==> src/rtl/sargantana_icache_pkg.sv <==
// Shared types and constants for the icache refill responder.
// Line, beat and address widths here are the defaults the responder is built with.
package sargantana_icache_pkg;

   localparam int ICACHE_LINE_WIDTH   = 512;
   localparam int ICACHE_BEAT_WIDTH   = 128;
   localparam int ICACHE_PADDR_WIDTH  = 40;
   localparam int ICACHE_REFILL_BEATS = ICACHE_LINE_WIDTH / ICACHE_BEAT_WIDTH;

   typedef enum logic [2:0] {
      IDLE    = 3'd0,
      REQ     = 3'd1,
      COLLECT = 3'd2,
      RESP    = 3'd3,
      DRAIN   = 3'd4
   } refill_state_t;

   typedef struct packed {
      logic                          valid;
      logic [ICACHE_PADDR_WIDTH-1:0] paddr;
   } ifill_req_t;

   typedef struct packed {
      logic                         valid;
      logic [ICACHE_LINE_WIDTH-1:0] data;
      logic                         error;
   } ifill_resp_t;

endpackage

==> src/rtl/sargantana_icache_line_asm.sv <==
// Beat-indexed line buffer: beats land in the slot picked by a wrapping counter.
// The counter also advances on drained beats so the FSM can spot the last one.
module sargantana_icache_line_asm
   import sargantana_icache_pkg::*;
#(
   parameter int LINE_WIDTH = ICACHE_LINE_WIDTH,
   parameter int BEAT_WIDTH = ICACHE_BEAT_WIDTH
) (
   input  logic                  clk,
   input  logic                  rst_n,
   input  logic                  clr,
   input  logic                  adv,
   input  logic                  wr_en,
   input  logic [BEAT_WIDTH-1:0] beat,
   output logic [LINE_WIDTH-1:0] line,
   output logic                  last
);

   localparam int BEATS = LINE_WIDTH / BEAT_WIDTH;
   localparam int CW    = (BEATS > 1) ? $clog2(BEATS) : 1;

   logic [BEATS-1:0][BEAT_WIDTH-1:0] beat_mem;
   logic [CW-1:0]                    count;

   always_ff @(posedge clk or negedge rst_n) begin
      if (!rst_n) begin
         count    <= '0;
         beat_mem <= '0;
      end else if (clr) begin
         count    <= '0;
         beat_mem <= '0;
      end else begin
         if (adv) begin
            count <= count + 1'b1;
         end
         if (wr_en) begin
            beat_mem[count] <= beat;
         end
      end
   end

   assign line = beat_mem;
   assign last = (count == CW'(BEATS - 1));

endmodule

==> src/rtl/sargantana_icache_refill_responder.sv <==
// Memory-side end of the icache ifill interface: one line read per miss, beats
// assembled into a line, single-cycle response; a kill drains the line silently.
module sargantana_icache_refill_responder
   import sargantana_icache_pkg::*;
#(
   parameter int LINE_WIDTH  = ICACHE_LINE_WIDTH,
   parameter int BEAT_WIDTH  = ICACHE_BEAT_WIDTH,
   parameter int PADDR_WIDTH = ICACHE_PADDR_WIDTH
) (
   input  logic                   clk_i,
   input  logic                   rstn_i,
   input  logic                   ifill_req_valid_i,
   input  logic [PADDR_WIDTH-1:0] ifill_req_paddr_i,
   output logic                   ifill_req_ready_o,
   input  logic                   ifill_kill_i,
   output logic                   ifill_resp_valid_o,
   output logic [LINE_WIDTH-1:0]  ifill_resp_data_o,
   output logic                   ifill_resp_error_o,
   output logic                   mem_req_valid_o,
   output logic [PADDR_WIDTH-1:0] mem_req_addr_o,
   input  logic                   mem_req_ready_i,
   input  logic                   mem_resp_valid_i,
   input  logic [BEAT_WIDTH-1:0]  mem_resp_data_i,
   input  logic                   mem_resp_error_i
);

   localparam int OFF = $clog2(LINE_WIDTH / 8);

   refill_state_t          state, next_state;
   ifill_req_t             req;
   ifill_resp_t            resp;
   logic [PADDR_WIDTH-1:0] addr_q;
   logic                   mem_req_valid_q;
   logic                   err_q;
   logic [LINE_WIDTH-1:0]  hold_data;
   logic                   hold_err;
   logic                   accept;
   logic                   beat_in;
   logic [LINE_WIDTH-1:0]  line;
   logic                   last;
   logic                   unused_paddr_bits;

   assign req.valid = ifill_req_valid_i;
   assign req.paddr = ifill_req_paddr_i;
   assign unused_paddr_bits = ^req.paddr[OFF-1:0];

   // Handshakes: a transfer happens on any rising edge where valid and ready are
   // both high; the ifill request additionally loses to a kill in the same cycle.
   assign accept  = (state == IDLE) && req.valid && !ifill_kill_i;
   assign beat_in = mem_resp_valid_i && ((state == COLLECT) || (state == DRAIN));

   always_comb begin
      next_state = state;
      case (state)
         IDLE: begin
            if (accept) next_state = REQ;
         end
         REQ: begin
            if (mem_req_ready_i) next_state = ifill_kill_i ? DRAIN : COLLECT;
            else if (ifill_kill_i) next_state = IDLE;
         end
         COLLECT: begin
            // A kill landing on the final beat has nothing left to drain.
            if (mem_resp_valid_i && last) next_state = ifill_kill_i ? IDLE : RESP;
            else if (ifill_kill_i) next_state = DRAIN;
         end
         RESP: begin
            next_state = IDLE;
         end
         DRAIN: begin
            if (mem_resp_valid_i && last) next_state = IDLE;
         end
         default: next_state = IDLE;
      endcase
   end

   always_ff @(posedge clk_i or negedge rstn_i) begin
      if (!rstn_i) begin
         state           <= IDLE;
         addr_q          <= '0;
         mem_req_valid_q <= 1'b0;
         err_q           <= 1'b0;
         hold_data       <= '0;
         hold_err        <= 1'b0;
      end else begin
         state           <= next_state;
         mem_req_valid_q <= (next_state == REQ);
         if (accept) begin
            addr_q <= {req.paddr[PADDR_WIDTH-1:OFF], {OFF{1'b0}}};
            err_q  <= 1'b0;
         end else if ((state == COLLECT) && mem_resp_valid_i) begin
            err_q <= err_q | mem_resp_error_i;
         end
         // Outside RESP the outputs replay the last line actually delivered.
         if ((state == RESP) && !ifill_kill_i) begin
            hold_data <= line;
            hold_err  <= err_q;
         end
      end
   end

   sargantana_icache_line_asm #(
      .LINE_WIDTH (LINE_WIDTH),
      .BEAT_WIDTH (BEAT_WIDTH)
   ) u_line_asm (
      .clk   (clk_i),
      .rst_n (rstn_i),
      .clr   (accept),
      .adv   (beat_in),
      .wr_en (beat_in && (state == COLLECT)),
      .beat  (mem_resp_data_i),
      .line  (line),
      .last  (last)
   );

   assign resp.valid = (state == RESP) && !ifill_kill_i;
   assign resp.data  = (state == RESP) ? line  : hold_data;
   assign resp.error = (state == RESP) ? err_q : hold_err;

   assign ifill_req_ready_o  = (state == IDLE);
   assign ifill_resp_valid_o = resp.valid;
   assign ifill_resp_data_o  = resp.data;
   assign ifill_resp_error_o = resp.error;
   assign mem_req_valid_o    = mem_req_valid_q;
   assign mem_req_addr_o     = addr_q;

   resp_outside_window: assert property (@(posedge clk_i) disable iff (!rstn_i)
      mem_resp_valid_i |-> ((state == COLLECT) || (state == DRAIN)));

endmodule

==> config.mk <==
export PLATFORM = sky130hd
export DESIGN_NAME = sargantana_icache_refill_responder
export DESIGN_NICKNAME = d
export VERILOG_FILES = /design/src/rtl/sargantana_icache_pkg.sv /design/src/rtl/sargantana_icache_line_asm.sv /design/src/rtl/sargantana_icache_refill_responder.sv
export SDC_FILE = /design/constraint.sdc
export NUM_CORES = 1
export LEC_CHECK = 0
export ABC_AREA = 1
export BUFFER_PORTS_ARGS = -buffer_cell sky130_fd_sc_hd__buf_2
export CORE_UTILIZATION = 45
export CTS_CLUSTER_SIZE = 8
export DETAILED_ROUTE_END_ITERATION = 8
export HOLD_SLACK_MARGIN = 0.12
export MAX_ROUTING_LAYER = met4
export PLACE_DENSITY = 0.67
export SLEW_MARGIN = 20
export SYNTH_ARGS = -nofsm -noshare
export SYNTH_HDL_FRONTEND = slang
export SYNTH_SLANG_ARGS = --single-unit
==> constraint.sdc <==
create_clock -name clk_i -period 2 [get_ports clk_i]
set_input_delay 0.1 -clock clk_i [delete_from_list [all_inputs] [get_ports clk_i]]
set_output_delay 0.1 -clock clk_i [all_outputs]
set_load 0.01 [all_outputs]
==> flow_summary.toml, run 1 <==
[floorplanning]
dieArea_sq_um = 106900
start_util = 0.4566
rows = 118
fp.dieH_microns = 327.0
fp.coreArea_sq_um = 104100
die_w_microns = 327.0
io_pins = 731

[outcome]
status = "finished, violations left"
failed_checks = "setup timing"

[yosys]
synth_area_leaders = "dfrtp_1, nand3_1, nand2_1"
synth_top_family_by_area = "simple AND/OR/NAND/NOR gates"
synth_warnings = 0
synth_compound_area_frac = 0.1085
synthCells = 5797
synthAdderAreaFrac = 0.001053
synth-xor-area-share = 0
synthMuxAreaShare = 0
netlist_area_sq_um = 47520
avgSynthCellArea_sq_um = 8.198
synth_seq_area_share = 0.5613
yosys.area_share.simple = 0.2430
synth_area_leader_cell = "dfrtp_1"
synth.top_cell.area_share = 0.5613
yosysUniqueCellTypes = 19
ys_ff_latch = 1066

[worst_setup_path]
crit_path_max_fanout = 30
slowest_delay_ps = 390
slowest_stage = "dfrtp_1"
crit_top_cell = "clkbuf_16"
path_cells = "inv_2, nand3_4, buf_8, clkbuf_16, clkbuf_16, a21oi_2, buf_2"
end_kind = "output pin"
criticalPathCategory = "register to output pin"
cp_data_required_time_ps = 1900
critPathArrivalTime_ps = 2410
startpoint_type = "register"

[grt]
gr-usage-all-layers = 0.3162
antenna_found_initial = 2
grt_pass1_vias = 43550
grt_max_degree = 111
grt_overflow = 0
grt_first_pass_wirelength_microns = 255800

[cts]
cts_max_level = 4
numCtsBuffers = 151
cts_root_buffer = "clkbuf_16"
cts_tree = "yes"
clkLatencyLatePin_ps = 750
clk_pin_slew_ps = 50
cts_sinks = 1066
clk_path_buf_depth = 3

[placed_design]
port_buffers = 718
place_congestion = 0.8532
dp_hpwl_microns = 96130

[detailed_routing]
drtIter0Drc = 4443
routed_via_density = 5.668
vias = 45870
antenna_left = 0
drt-total-wl_microns = 171600
first_pass_iters = 6
drc = 0
wire_per_inst_microns = 21.20

[timing]
clock_skew_ps = 24.80
hold_viol = 0
fin_crit_ps = 2509
max_freq_mhz = 398.5
slew_violations = 0
period_share = 1.255
tightest_slew_ps = 771.1
rsz0062_at_grt = "true"
finalSetupViolCount = 1067
slew_headroom = 0.4843
setup_ws_ps = -509.5

[cells_and_area]
area_delta_synth_final_pct = 37.20
fin_util = 0.6264
layout-drive-gt1-share = 0.2478
final_nets = 6875

[power]
p_leak_nw = 33.69
powerDensity_nw_per_um2 = 1091
vdd_drop_max_mv = 0.8663
total_power_w = 0.07116

[job]
maxCapViolations = 0

[min_path]
hold_class = "input port to asynchronous set/reset pin"
-- registers in the layout (all words and copies together) (netlist names) --
signal / flops
err_q: 1
hold_data: 512
hold_err: 1
mem_req_addr_o: 34
mem_req_valid_o: 1
state: 3
u_line_asm.count: 2
u_line_asm.line: 512
-- routing by layer --
layer	vias to the layer above	GRT usage	share of wire	wire, microns
met1	22700	0.4062	0.40	68180
li1	20540	-	-	-
met3	417	0.06934	0.086	14760
met5	-	-	0	0
met4	0	0.1269	0.039	6710
met2	2219	0.4868	0.48	81970
-- synth_stat cells, drive strengths merged --
cell    count
clkbuf    184
nor2      521
nand3     940
dfrtp    1066
o21ai     514
inv       522
nor3        1
or2         1
a21oi     516
conb        1
nand2    1144
buf       292
nand4      91
ha          4
-- layout make-up --
type,instances,area [sq um]
diodes,3,7.507
clock buffers,160,3940
clock inverters,8,107.6
fillers,8421,38890
inverters,522,1964
multi-input cells,3738,19590
flip-flops and latches,1066,26680
well taps,1380,1727
repair buffers,1217,11180
-- critical path: cells and delay by family, from the launching register on --
kind,cells,cell delay (ps)
buf+inv,5,870
compound gates,1,250
flops,1,390
simple gates,1,130
-- worst paths after layout --
check                                       from                     end  slack (ps)  depth (start not counted)
setup / recovery                        state[2]  ifill_resp_data_o[359]        -510                          7
hold / removal                            rstn_i          hold_data[467]          60                          3
setup reg to reg                        state[2]          hold_data[130]        -230                         11
hold reg to reg               mem_req_addr_o[39]      mem_req_addr_o[39]         480                          2
max in group asynchronous                 rstn_i    u_line_asm.line[111]         220                          5
min in group clk_i         ifill_req_paddr_i[39]      mem_req_addr_o[39]         180                          4
-- report_power, final --
group	total, W	switching [W]	internal, W
logic	0.0210	0.0130	0.00798
registers	0.0272	0.00164	0.0256
clock network	0.0230	0.00924	0.0137
-- through the flow --
step | hold slack (ps) | instances | setup TNS (ps) | setup WS (ps) | instance area (sq um)
2_1_floorplan | -195.6 | 5802 | 0 | 403.8 | 47540
3_5_place_dp | -7.883 | 7603 | -4.314 | -4.314 | 53390
3_3_place_gp | -5.140 | 7603 | 0 | 32.01 | 53390
6_report | 56.76 | 8094 | -242650 | -509.5 | 65200
4_1_cts | 123.7 | 8056 | -252090 | -542.7 | 63180
5_1_grt | 130.9 | 8093 | -410060 | -576.2 | 65200
-- placed cells by master (no fill, tap or decap), types with 119 or more instances in the layout --
cell / n
a21oi_1: 217
a21oi_2: 204
buf_2: 630
buf_4: 119
clkbuf_16: 175
dfrtp_1: 1065
dlygate4sd3_1: 206
inv_1: 519
nand2_1: 1141
nand3_1: 938
nor2_1: 348
o21ai_0: 413
-- logic make-up (layout without fill, tap and decap cells) --
logic type,after synthesis,count (layout)
adder cells (fa/ha/maj),4,4
flip-flops,1066,1066
buffers and inverters,998,1907
AO/OA/AOI/OAI,1030,1030
other,1,9
AND/OR/NAND/NOR,2698,2698
-- what timing repair did --
action                     4_1_cts  5_1_grt
cloned                          45       23
setup endpoints to repair      515     1466
setup buffers                   34       19
hold buffers                   207        0
pin swaps                       45       41
hold endpoints to repair      1636        0
gates resized for setup        517      374
No activity file was read; power rests on OpenSTA's default activity.
==> inputs of run 2 (changes only) <==
--- a/config.mk
+++ b/config.mk
@@ -5,14 +5,12 @@
 export SDC_FILE = /design/constraint.sdc
 export NUM_CORES = 1
 export LEC_CHECK = 0
-export ABC_AREA = 1
 export BUFFER_PORTS_ARGS = -buffer_cell sky130_fd_sc_hd__buf_2
 export CORE_UTILIZATION = 45
-export CTS_CLUSTER_SIZE = 8
 export DETAILED_ROUTE_END_ITERATION = 8
 export HOLD_SLACK_MARGIN = 0.12
 export MAX_ROUTING_LAYER = met4
-export PLACE_DENSITY = 0.67
+export PLACE_DENSITY = 0.66
 export SLEW_MARGIN = 20
 export SYNTH_ARGS = -nofsm -noshare
 export SYNTH_HDL_FRONTEND = slang
==> constraint.sdc (replaced) <==
create_clock -name clk_i -period 2.5 [get_ports clk_i]
set_input_delay 0.125 -clock clk_i [delete_from_list [all_inputs] [get_ports clk_i]]
set_output_delay 0.125 -clock clk_i [all_outputs]
set_load 0.01 [all_outputs]
==> run 2 against run 1 <==
- the run still ends with setup timing left
- sequential cell count unchanged
- sequential share of layout area up 0.23 points
- largest power group unchanged
- combinational power down 63%
- clock skew up 1.7 ps
- first-iteration DRC count down 33%
==> flow_summary.toml, run 2 <==
[timing]
max_freq_mhz = 383.5
setup_ws_ps = -107.3
hold_viol = 0
rsz0062_at_grt = "true"
tightest_slew_ps = 796.2
slew_headroom = 0.4692
fin_crit_ps = 2607
clock_skew_ps = 26.54
period_share = 1.043
slew_violations = 0
finalSetupViolCount = 349

[cts]
cts_tree = "yes"
cts_root_buffer = "clkbuf_16"
clk_pin_slew_ps = 60
cts_sinks = 1066
numCtsBuffers = 112
clkLatencyLatePin_ps = 690
clk_path_buf_depth = 3
cts_max_level = 3

[detailed_routing]
drc = 0
drt-total-wl_microns = 162700
first_pass_iters = 6
wire_per_inst_microns = 24.88
antenna_left = 0
drtIter0Drc = 2982
routed_via_density = 5.819
vias = 38040

[yosys]
netlist_area_sq_um = 51590
yosys.area_share.simple = 0.05236
yosys-top-cells-count = "dfrtp_1, mux2_2, a21oi_1"
synth_warnings = 0
synthFlopType = "dfrtp_1"
synth_top_family_by_area = "multiplexers"
synth_area_leaders = "dfrtp_1, mux2_4, mux2_2"
synth-xor-area-share = 0.0001698
synth.top_cell.area_share = 0.5171
yosysUniqueCellTypes = 35
yosysMostFrequentCell = "dfrtp_1"
synthAdderAreaFrac = 0.0009701
synthMuxAreaShare = 0.2648
synth_edf_count = 0
synth_area_leader_cell = "dfrtp_1"
synthCells = 4116
synth_seq_area_share = 0.5171
avgSynthCellArea_sq_um = 12.53
synthArstFlopShare = 1.000
synth_compound_area_frac = 0.1004
ys_ff_latch = 1066

[floorplanning]
io_pins = 731
fp.dieH_microns = 340.6
die_w_microns = 340.6
start_util = 0.4561
dieArea_sq_um = 116000
rows = 123
fp.coreArea_sq_um = 113100

[cells_and_area]
regArea_sq_um = 26680
final_nets = 5115
final_common_cell = "dfrtp_1"
fin_util = 0.5732
finalNonFillerCells = 6537
area_delta_synth_final_pct = 25.67
fillers = 9111
multi_input_area_sq_um = 22280
final_cell_mix = "dfrtp_1, mux2_4, buf_2, a21oi_1, nand3_1"
layout-drive-gt1-share = 0.4391

[grt]
grt_first_pass_wirelength_microns = 242700
grt_max_degree = 123
grt_overflow = 0
antenna_found_initial = 2
grt_pass1_vias = 38310
gr-usage-all-layers = 0.2766

[outcome]
status = "finished, violations left"
failed_checks = "setup timing"

[power]
total_power_w = 0.04431
p_leak_nw = 31.46
vdd_drop_max_mv = 0.5909
powerDensity_nw_per_um2 = 683.5

[worst_setup_path]
startpoint_type = "register"
critPathArrivalTime_ps = 2480
end_kind = "output pin"
cp_data_required_time_ps = 2380
rrSetupSlack_ps = 270
crit_path_max_fanout = 11
criticalPathCategory = "register to output pin"

[placed_design]
place_congestion = 0.8393
port_buffers = 718
dp_hpwl_microns = 96450
dp.cells = 6091

[min_path]
hold_class = "input port to register"

[job]
maxCapViolations = 0
==> run 2: path summary, 6_finish.rpt <==
| kind | startpoint | endpoint | cells past startpoint |
|---|---|---|---|
| max in group asynchronous | rstn_i | u_line_asm.line[164] | 4 |
| worst min-delay path | ifill_req_paddr_i[22] | mem_req_addr_o[22] | 3 |
| worst max-delay path | state[1] | ifill_resp_data_o[48] | 8 |
| worst max register to register | state[1] | u_line_asm.line[62] | 6 |
| worst min register to register | hold_err | hold_err | 1 |
| min in group asynchronous | rstn_i | hold_data[260] | 4 |
==> run 2: worst max-delay path: stages (launching register included) <==
cell and delay [ps]:
dfrtp_2 410, nand3b_1 110, buf_6 160, buf_8 140
buf_16 160, buf_12 140, buf_16 150, mux2_2 370
buf_6 130
==> run 2: what timing repair did <==
action                                 4_1_cts  5_1_grt
gates resized for setup                    125      341
setup buffers                               22        9
setup endpoints to repair                  513      486
hold buffers                               171        0
gates cloned                                19       17
pin swaps                                    1        1
endpoints found under the hold margin     1619        0
==> run 2: kinds of logic after synthesis <==
kind of cell	Yosys count
XOR/XNOR	1
adder cells (fa/ha/maj)	4
flip-flops	1066
AO/OA/AOI/OAI	1033
buffers and inverters	417
other	1
multiplexers	1060
AND/OR/NAND/NOR	534
==> run 2: where the power goes <==
group          total (W)  switching, W  internal, W  leakage [nW]
sequential        0.0191      0.000744       0.0184          14.8
clock             0.0174       0.00731       0.0101          1.90
combinational    0.00777       0.00499      0.00279          14.8
total             0.0443        0.0130       0.0313          31.5
==> run 2: layout make-up <==
class / count / share of cell area
antenna: 6 / 0.0002316
clock buffer: 157 / 0.05019
clock inverter: 52 / 0.009167
inverter: 6 / 0.0005018
multi-input combinational: 2638 / 0.3436
sequential: 1066 / 0.4115
tap: 1500 / 0.02895
timing repair buffer: 1112 / 0.1558
==> run 2: through the flow <==
stage                     cell area [sq um]  TNS, ps  hold slack (ps)  setup slack (ps)
after floorplan                       51610        0           -170.6             845.9
after global placement                56060        0            42.20             368.4
after detailed placement              56060        0            43.33             302.9
after CTS                             62950   -35290            128.4            -141.4
after global routing                  64820   -51580            163.1            -171.1
final                                 64830   -14870            196.2            -107.3
==> run 2: metal layers <==
layer / wire length [microns] / up-vias / global-route usage
li1: - / 16490 / -
met1: 68690 / 19530 / 0.3724
met2: 74870 / 1614 / 0.4125
met3: 11010 / 416 / 0.04378
met4: 8085 / 0 / 0.1233
met5: 0 / - / -
